$ cat src/rtl/uart_tx.sv
// uart_tx: byte-wide UART transmitter (start bit, 8 data bits MSB first, stop bit).
// Bytes arrive over a valid/ready handshake and are buffered ahead of the shifter.
// Define UART_TX_FIFO_EN to buffer up to FIFO_DEPTH bytes in a circular FIFO;
// without it a single holding register is used and FIFO_DEPTH only sets the
// width of fifo_level.
module uart_tx #(
  parameter int CLKS_PER_BIT = 1,
  parameter int FIFO_DEPTH   = 4
) (
  input  logic                          clk,
  input  logic                          rst,
  input  logic                          in_valid,
  output logic                          in_ready,
  input  logic [7:0]                    data_in,
  output logic                          tx,
  output logic                          busy,
  output logic [$clog2(FIFO_DEPTH):0]   fifo_level
);

  localparam int LW = $clog2(FIFO_DEPTH) + 1;
  localparam int CW = (CLKS_PER_BIT > 1) ? $clog2(CLKS_PER_BIT) : 1;
  localparam logic [CW-1:0] BAUD_MAX = CW'(CLKS_PER_BIT - 1);

  typedef enum logic [1:0] {IDLE, START, DATA, STOP} state_t;

  // Buffer interface shared by both build variants
  logic          push;
  logic          pop;
  logic          buf_full;
  logic          buf_empty;
  logic [7:0]    buf_data;
  logic [LW-1:0] buf_level;

  assign push = in_valid && !buf_full;

`ifdef UART_TX_FIFO_EN
  localparam int AW = LW - 1;

  // Pointers carry one wrap bit above the index so full and empty differ
  logic [7:0]    mem_q [FIFO_DEPTH];
  logic [LW-1:0] wr_ptr_q, wr_ptr_d;
  logic [LW-1:0] rd_ptr_q, rd_ptr_d;

  assign buf_full  = (wr_ptr_q[AW] != rd_ptr_q[AW]) &&
                     (wr_ptr_q[AW-1:0] == rd_ptr_q[AW-1:0]);
  assign buf_empty = (wr_ptr_q == rd_ptr_q);
  assign buf_level = wr_ptr_q - rd_ptr_q;
  assign buf_data  = mem_q[rd_ptr_q[AW-1:0]];

  // Advance pointers on push/pop; both may move in the same cycle
  always_comb begin
    wr_ptr_d = wr_ptr_q + LW'(push);
    rd_ptr_d = rd_ptr_q + LW'(pop);
  end

  // Pointer registers; reset discards all buffered bytes
  always_ff @(posedge clk) begin
    if (rst) begin
      wr_ptr_q <= '0;
      rd_ptr_q <= '0;
    end else begin
      wr_ptr_q <= wr_ptr_d;
      rd_ptr_q <= rd_ptr_d;
    end
  end

  // Byte storage, written at the write index on push
  always_ff @(posedge clk) begin
    if (push) begin
      mem_q[wr_ptr_q[AW-1:0]] <= data_in;
    end
  end
`else
  // Single holding register: one byte can wait while a frame is in flight
  logic [7:0] hold_q, hold_d;
  logic       hold_valid_q, hold_valid_d;

  assign buf_full  = hold_valid_q;
  assign buf_empty = !hold_valid_q;
  assign buf_level = {{(LW-1){1'b0}}, hold_valid_q};
  assign buf_data  = hold_q;

  // Push only when empty and pop only when full, so they never coincide
  always_comb begin
    hold_d       = hold_q;
    hold_valid_d = hold_valid_q;
    if (push) begin
      hold_d       = data_in;
      hold_valid_d = 1'b1;
    end else if (pop) begin
      hold_valid_d = 1'b0;
    end
  end

  // Holding register state; the byte itself is not reset
  always_ff @(posedge clk) begin
    if (rst) begin
      hold_valid_q <= 1'b0;
    end else begin
      hold_valid_q <= hold_valid_d;
    end
    hold_q <= hold_d;
  end
`endif

  // Framing state
  state_t        state_q, state_d;
  logic [CW-1:0] baud_q, baud_d;
  logic [2:0]    bit_cnt_q, bit_cnt_d;
  logic [7:0]    shift_q, shift_d;
  logic          tx_q, tx_d;
  logic          baud_wrap;

  assign baud_wrap = (baud_q == BAUD_MAX);

  // Next-state logic; tx is derived from the next state so the line is registered
  always_comb begin
    state_d   = state_q;
    baud_d    = baud_q;
    bit_cnt_d = bit_cnt_q;
    shift_d   = shift_q;
    pop       = 1'b0;
    case (state_q)
      IDLE: begin
        if (!buf_empty) begin
          pop     = 1'b1;
          shift_d = buf_data;
          baud_d  = '0;
          state_d = START;
        end
      end
      START: begin
        if (baud_wrap) begin
          baud_d    = '0;
          bit_cnt_d = 3'd0;
          state_d   = DATA;
        end else begin
          baud_d = baud_q + CW'(1);
        end
      end
      DATA: begin
        if (baud_wrap) begin
          baud_d  = '0;
          shift_d = {shift_q[6:0], 1'b0};
          if (bit_cnt_q == 3'd7) begin
            bit_cnt_d = 3'd0;
            state_d   = STOP;
          end else begin
            bit_cnt_d = bit_cnt_q + 3'd1;
          end
        end else begin
          baud_d = baud_q + CW'(1);
        end
      end
      STOP: begin
        if (baud_wrap) begin
          baud_d = '0;
          if (!buf_empty) begin
            pop     = 1'b1;
            shift_d = buf_data;
            state_d = START;
          end else begin
            state_d = IDLE;
          end
        end else begin
          baud_d = baud_q + CW'(1);
        end
      end
      default: state_d = IDLE;
    endcase

    case (state_d)
      START:   tx_d = 1'b0;
      DATA:    tx_d = shift_d[7];
      default: tx_d = 1'b1;
    endcase
  end

  // Control registers; reset aborts any frame and forces the line idle
  always_ff @(posedge clk) begin
    if (rst) begin
      state_q   <= IDLE;
      baud_q    <= '0;
      bit_cnt_q <= 3'd0;
      tx_q      <= 1'b1;
    end else begin
      state_q   <= state_d;
      baud_q    <= baud_d;
      bit_cnt_q <= bit_cnt_d;
      tx_q      <= tx_d;
    end
  end

  // Shift register holds data only, so it carries no reset
  always_ff @(posedge clk) begin
    shift_q <= shift_d;
  end

  assign tx         = tx_q;
  assign in_ready   = !buf_full;
  assign fifo_level = buf_level;
  assign busy       = (state_q != IDLE) || (buf_level != '0);

endmodule

$ cat config.mk
export PLATFORM = sky130hd
export DESIGN_NAME = uart_tx
export DESIGN_NICKNAME = d
export VERILOG_FILES = /design/src/rtl/uart_tx.sv
export SDC_FILE = /design/constraint.sdc
export NUM_CORES = 1
export LEC_CHECK = 0
export ABC_CLOCK_PERIOD_IN_PS = 3000
export CAP_MARGIN = 15
export CORE_MARGIN = 2
export CORE_UTILIZATION = 54
export CTS_BUF_LIST = sky130_fd_sc_hd__clkbuf_4 sky130_fd_sc_hd__clkbuf_8
export DETAILED_ROUTE_END_ITERATION = 10
export HOLD_SLACK_MARGIN = 0.06
export PLACE_DENSITY = 0.8
export SETUP_SLACK_MARGIN = 0.3
export SLEW_MARGIN = 25
export SYNTH_ARGS = -nofsm -noshare
export SYNTH_HDL_FRONTEND = slang
export SYNTH_SLANG_ARGS = --single-unit
$ cat constraint.sdc
create_clock -name clk -period 3 [get_ports clk]
set_clock_uncertainty 0.2 [all_clocks]
set_input_delay 0.6 -clock clk [delete_from_list [all_inputs] [get_ports clk]]
set_output_delay 0.6 -clock clk [all_outputs]
set_load 0.01 [all_outputs]
; Word-level counts from Yosys, hierarchy flattened
; Cells that the tools add are included.
[classes]
muxes = 24
eq_ne = 10
n_reduce_logical = 11
n_addsub = 2
[op_table]
columns = cell, count
row1 = $mux W8, 3
row2 = $pmux W8 S3, 1
row3 = $mux W2, 5
row4 = $mux W3, 3
row5 = $ne A2 B2 Y1 const B, 4
row6 = $pmux W2 S4, 1
row7 = $mux W1, 7
row8 = $eq A2 B2 Y1 const B, 3
row9 = $pmux W1 S2, 3
row10 = $pmux W3 S2, 1
row11 = $reduce_and A3 Y1, 2
row12 = $reduce_bool A2 Y1, 3
row13 = $eq A2 B1 Y1 const B, 2
row14 = $add A3 B1 Y3 const B, 1
row15 = $eq A3 B3 Y1 const B, 1
row16 = $reduce_bool A3 Y1, 1
row17 = $reduce_or A3 Y1, 1
row18 = $logic_not A2 Y1, 1
row19 = $add A1 B1 Y1 const B, 1
row20 = $logic_and A1 B1 Y1, 1
row21 = $logic_not A1 Y1, 1
row22 = $logic_or A1 B1 Y1, 1
[word_totals]
word_cells = 55
ff_bits = 24

; Logic depth before layout (Yosys ltp)
[logic_depth]
ltp_word = 6
mapped_depth = 8
depth_no_buf = 8

; Worst setup path after synthesis
; No wires, ideal clock.
[synth_path]
path_kind = flip-flop to flip-flop
start = reg bit_cnt_q[0]
end = reg tx_q, in the netlist tx
path_slack_ps = 878
t_required_ps = 2678
arrival_time_ps = 1801
setup_time_ps = 122
path_buffers = 0
period_less_slack_ps = 2122
path_stages_with_launch = 9
path_cell_list = dfxtp_1 > ha_1 > ha_1 > nor2b_1 > o22ai_1 > and2_1 > ha_1 > or2_2 > a221o_1
[synth_between]
elab_chain_len = 6
word_cells_on_any_way = 7
[synth_rtl]
columns = item, line_no
row1 = from (decl), 109  ; logic [2:0] bit_cnt_q, bit_cnt_d;
row2 = from (signal assigned), 189  ; bit_cnt_q <= bit_cnt_d;
row3 = $eq A3 B3 Y1 (*), 145  ; if (bit_cnt_q == 3'd7) begin
row4 = $mux W2 (*), 145
row5 = $mux W2 (*), 142  ; if (baud_wrap) begin
row6 = $pmux W2 S4 (*), 123  ; case (state_q)
row7 = $eq A2 B2 Y1 or $eq A2 B1 Y1 (tied branches), 172  ; case (state_d)
row8 = $pmux W1 S2 (*), 172
row9 = to (signal assigned), 190  ; tx_q <= tx_d;
row10 = to (decl), 111  ; logic tx_q, tx_d;
; Mark *: on every way between the ends. The rest lies on a longest branch, timed or not.
; A chain may end at the register's enable or synchronous reset.

; Worst setup path after layout
[layout_path]
start = reg state_q[0]
end = out busy
[layout_between]
elab_chain_len = 2
[layout_rtl]
columns = item, line_no
row1 = from (decl), 107  ; state_t state_q, state_d;
row2 = from (signal assigned), 187  ; state_q <= state_d;
row3 = $reduce_bool A2 Y1, 202  ; assign busy = (state_q != IDLE) || (buf_level != '0);
row4 = $logic_or A1 B1 Y1, 202
row5 = to (decl), 16  ; output logic busy,
; No other way between the ends.

==> results.yml <==
outcome:
  status: "complete, no violations"
global_route:
  globalRouteOverflowTotal: 0
  antenna_found_initial: 0
  grt_start_max_net_pins: 16
  grtUsageTotal: 0.1503
  grt_pass1_vias: 625
  grt_first_pass_wirelength_um: 2718
floorplanning:
  die-area_um2: 2406
  core-area_um2: 1942
  die_x_um: 49.05
  rows: 16
  ios: 17
  die_h_um: 49.05
  start_util: 0.5644
yosys:
  synthDistinctLibCells: 25
  ys_ff_latch: 23
  yosys.area_share.simple: 0.1142
  synth_compound_area_frac: 0.1153
  synth_top_family_by_area: "compound AO/OA/AOI/OAI gates"
  synth-xor-area-share: 0
  synth-adder-area-share: 0.09132
  yosysSeqAreaShare: 0.5571
  synthCells: 92
  yosysWarnings: 0
  synthMuxAreaShare: 0.06393
  netlist_area_um2: 1096
  avgSynthCellArea_um2: 11.91
sta:
  setup_violations: 0
  tightest_slew_ps: 715.4
  finalCriticalPeriod_ps: 2504
  fmax_ghz: 0.3994
  timing.final.ws_setup_ps: 496.0
  rsz0062_at_grt: "no"
  setup_tns_ps: 0
  hold_viol_final: 0
  maxSlewHeadroom: 0.5221
  finalMaxSlewViolations: 0
  fin_crit_sh: 0.8347
clocking:
  clkTransAtPathRegs_ps: 110
  htreeDepth: 1
  cts-root-buf: "clkbuf_4"
  clk_path_buf_depth: 2
  cts-buffers-inserted: 3
  cts_hold_buf: 0
  numClockSinks: 23
  cts_tree: "yes"
  clkLatencyLatePin_ps: 310
worst_hold_path:
  hp-class: "reg -> reg"
  min_path_cells: 1
  holdPathEnd: "shift_q[7]"
  min_from: "shift_q[7]"
setup_path:
  path_class: "reg -> out"
  r2r_slack_ps: 730
  r2r_end: "tx"
  rr_worst_depth: 8
  crit_arrival_ps: 1700
  crit_slowest_cell: "clkdlybuf4s50_1"
  critPathLaunchType: "register"
  r2r-start: "state_q[0]"
  cp-end-kind: "primary output"
  cp_slowest_stage_delay_ps: 530
  cp_cell_sequence: "inv_1, ha_1, nand2_1, clkdlybuf4s50_1"
  cp_max_fo: 4
  required_ps: 2200
placed_design:
  placed_cells: 129
  dp_slack_ps: 715.2
  port_buffers: 14
  dp_hpwl_um: 1303
  gp_congestion: 0.7440
routing:
  first_pass_iters: 4
  vias_per_cell: 5.158
  routed_wl_um: 1695
  drtAntennaViolNets: 0
  drc_errors: 0
  routed-via-count: 686
  post_drt_wl_per_cell_um: 12.74
  dr.first_iter.drc_count: 6
cells_and_area:
  final_nets: 126
  drive_gt1_frac: 0.09434
  n_antenna_cell: 0
  syn_to_final_growth_pct: 15.07
  stdcell_count: 133
power_and_ir_drop:
  power_per_cell_area_nw_per_um2: 678.0
  ir_worst_vdd_v: 0.0003773
  p_leak_nw: 0.4843
run:
  maxCapViolations: 0
## cell usage after synthesis
cell,number,area (um^2)
edfxtp_1,15,450.4
nand2_1,10,37.54
dfxtp_1,8,160.2
ha_1,8,100.1
mux2i_1,7,70.07
nor2_1,6,22.52
inv_1,5,18.77
o21ai_1,5,25.02
a21oi_1,4,20.02
buf_4,4,30.03
o21ai_0,3,15.01
and2_1,2,12.51
nand3_1,2,10.01
nor2b_1,2,12.51
a211oi_1,1,7.510
a21o_2,1,8.760
a221o_1,1,10.01
buf_6,1,11.26
conb_1,1,3.750
nor2b_4,1,13.76
nor4bb_1,1,10.01
o21bai_4,1,18.77
o22ai_1,1,6.260
o2bb2ai_2,1,15.01
or2_2,1,6.260
## sequential cells by signal (all words and copies together), names as in the netlist
name	cells
shift_q	8
buf_full	1
bit_cnt_q	3
tx	1
state_q	2
buf_data	8
## worst max path at each step
stage,start,end,slack [ps]
finish,state_q[0],busy,500
global route,state_q[0],busy,390
CTS,buf_full,busy,410
global placement,in_valid,buf_data[6],770
detailed placement,in_valid,buf_data[6],720
floorplan,bit_cnt_q[0],tx,880
## critical path, delay by kind of cell, from the launching register on
kind | cells | cell delay (ps)
flip-flops | 1 | 430
AND/OR/NAND/NOR | 1 | 80
adder cells (fa/ha/maj) | 1 | 260
buffers and inverters | 2 | 640
## final cells by class
type / instances / area (um^2)
sequential: 23 / 611.8
timing repair buffer: 14 / 140.1
fill: 161 / 680.7
clock buffer: 3 / 22.52
clock inverter: 1 / 5.005
multi-input combinational: 60 / 429.2
inverter: 5 / 18.77
tap: 27 / 33.78
## what timing repair did
| action | 4_1_cts | 5_1_grt |
|---|---|---|
| resized for setup | 0 | 1 |
| setup endpoints to repair | 0 | 1 |
| setup buffers | 0 | 0 |
## placed cells by master (no fill, tap or decap), drive strengths merged
cell type      Yosys  layout
nand2             10      10
o22ai              1       1
nor2b              3       3
conb               1       2
nor2               6       6
a21o               1       1
edfxtp            15      15
o21ai              8       8
ha                 8       8
clkdlybuf4s50      0      14
clkinv             0       1
a211oi             1       1
nand3              2       2
mux2i              7       7
a221o              1       1
inv                5       5
a21oi              4       4
clkbuf             0       3
and2               2       2
dfxtp              8       8
nor4bb             1       1
o2bb2ai            1       1
o21bai             1       1
or2                1       1
## through the flow
stage	cell area [um^2]	utilization	total power, W	hold slack (ps)
CTS	1260	0.6488	0.0008640	270.4
detailed placement	1232	0.6347	0.0007281	242.8
floorplan	1100	-	0.0006511	226.1
global route	1261	0.6495	0.0009118	299.9
finish	1261	0.6495	0.0008551	270.7
global placement	1232	0.6347	0.0007131	235.9
## power breakdown
part / total, W / internal, W / switching (W)
clock network: 0.000138 / 0.0000497 / 0.0000880
logic: 0.000244 / 0.000120 / 0.000123
registers: 0.000474 / 0.000428 / 0.0000451
total: 0.000855 / 0.000599 / 0.000256
## cells by family (layout without fill, tap and decap cells)
group / Yosys count / in the layout
AND/OR/NAND/NOR: 25 / 25
adder cells (fa/ha/maj): 8 / 8
buffers and inverters: 10 / 23
multiplexers: 7 / 7
AO/OA/AOI/OAI: 18 / 18
flip-flops: 23 / 23
other: 1 / 2
## per-layer routing
layer / routed length, um / up-vias / track usage / part of all wire
li1: - / 346 / - / -
met1: 775 / 323 / 0.1844 / 0.46
met2: 816 / 15 / 0.2580 / 0.48
met3: 95 / 2 / 0.06135 / 0.056
met4: 7 / 0 / 0.01429 / 0.0041
met5: 0 / - / 0 / 0
Power figures use the tool's default switching activity.
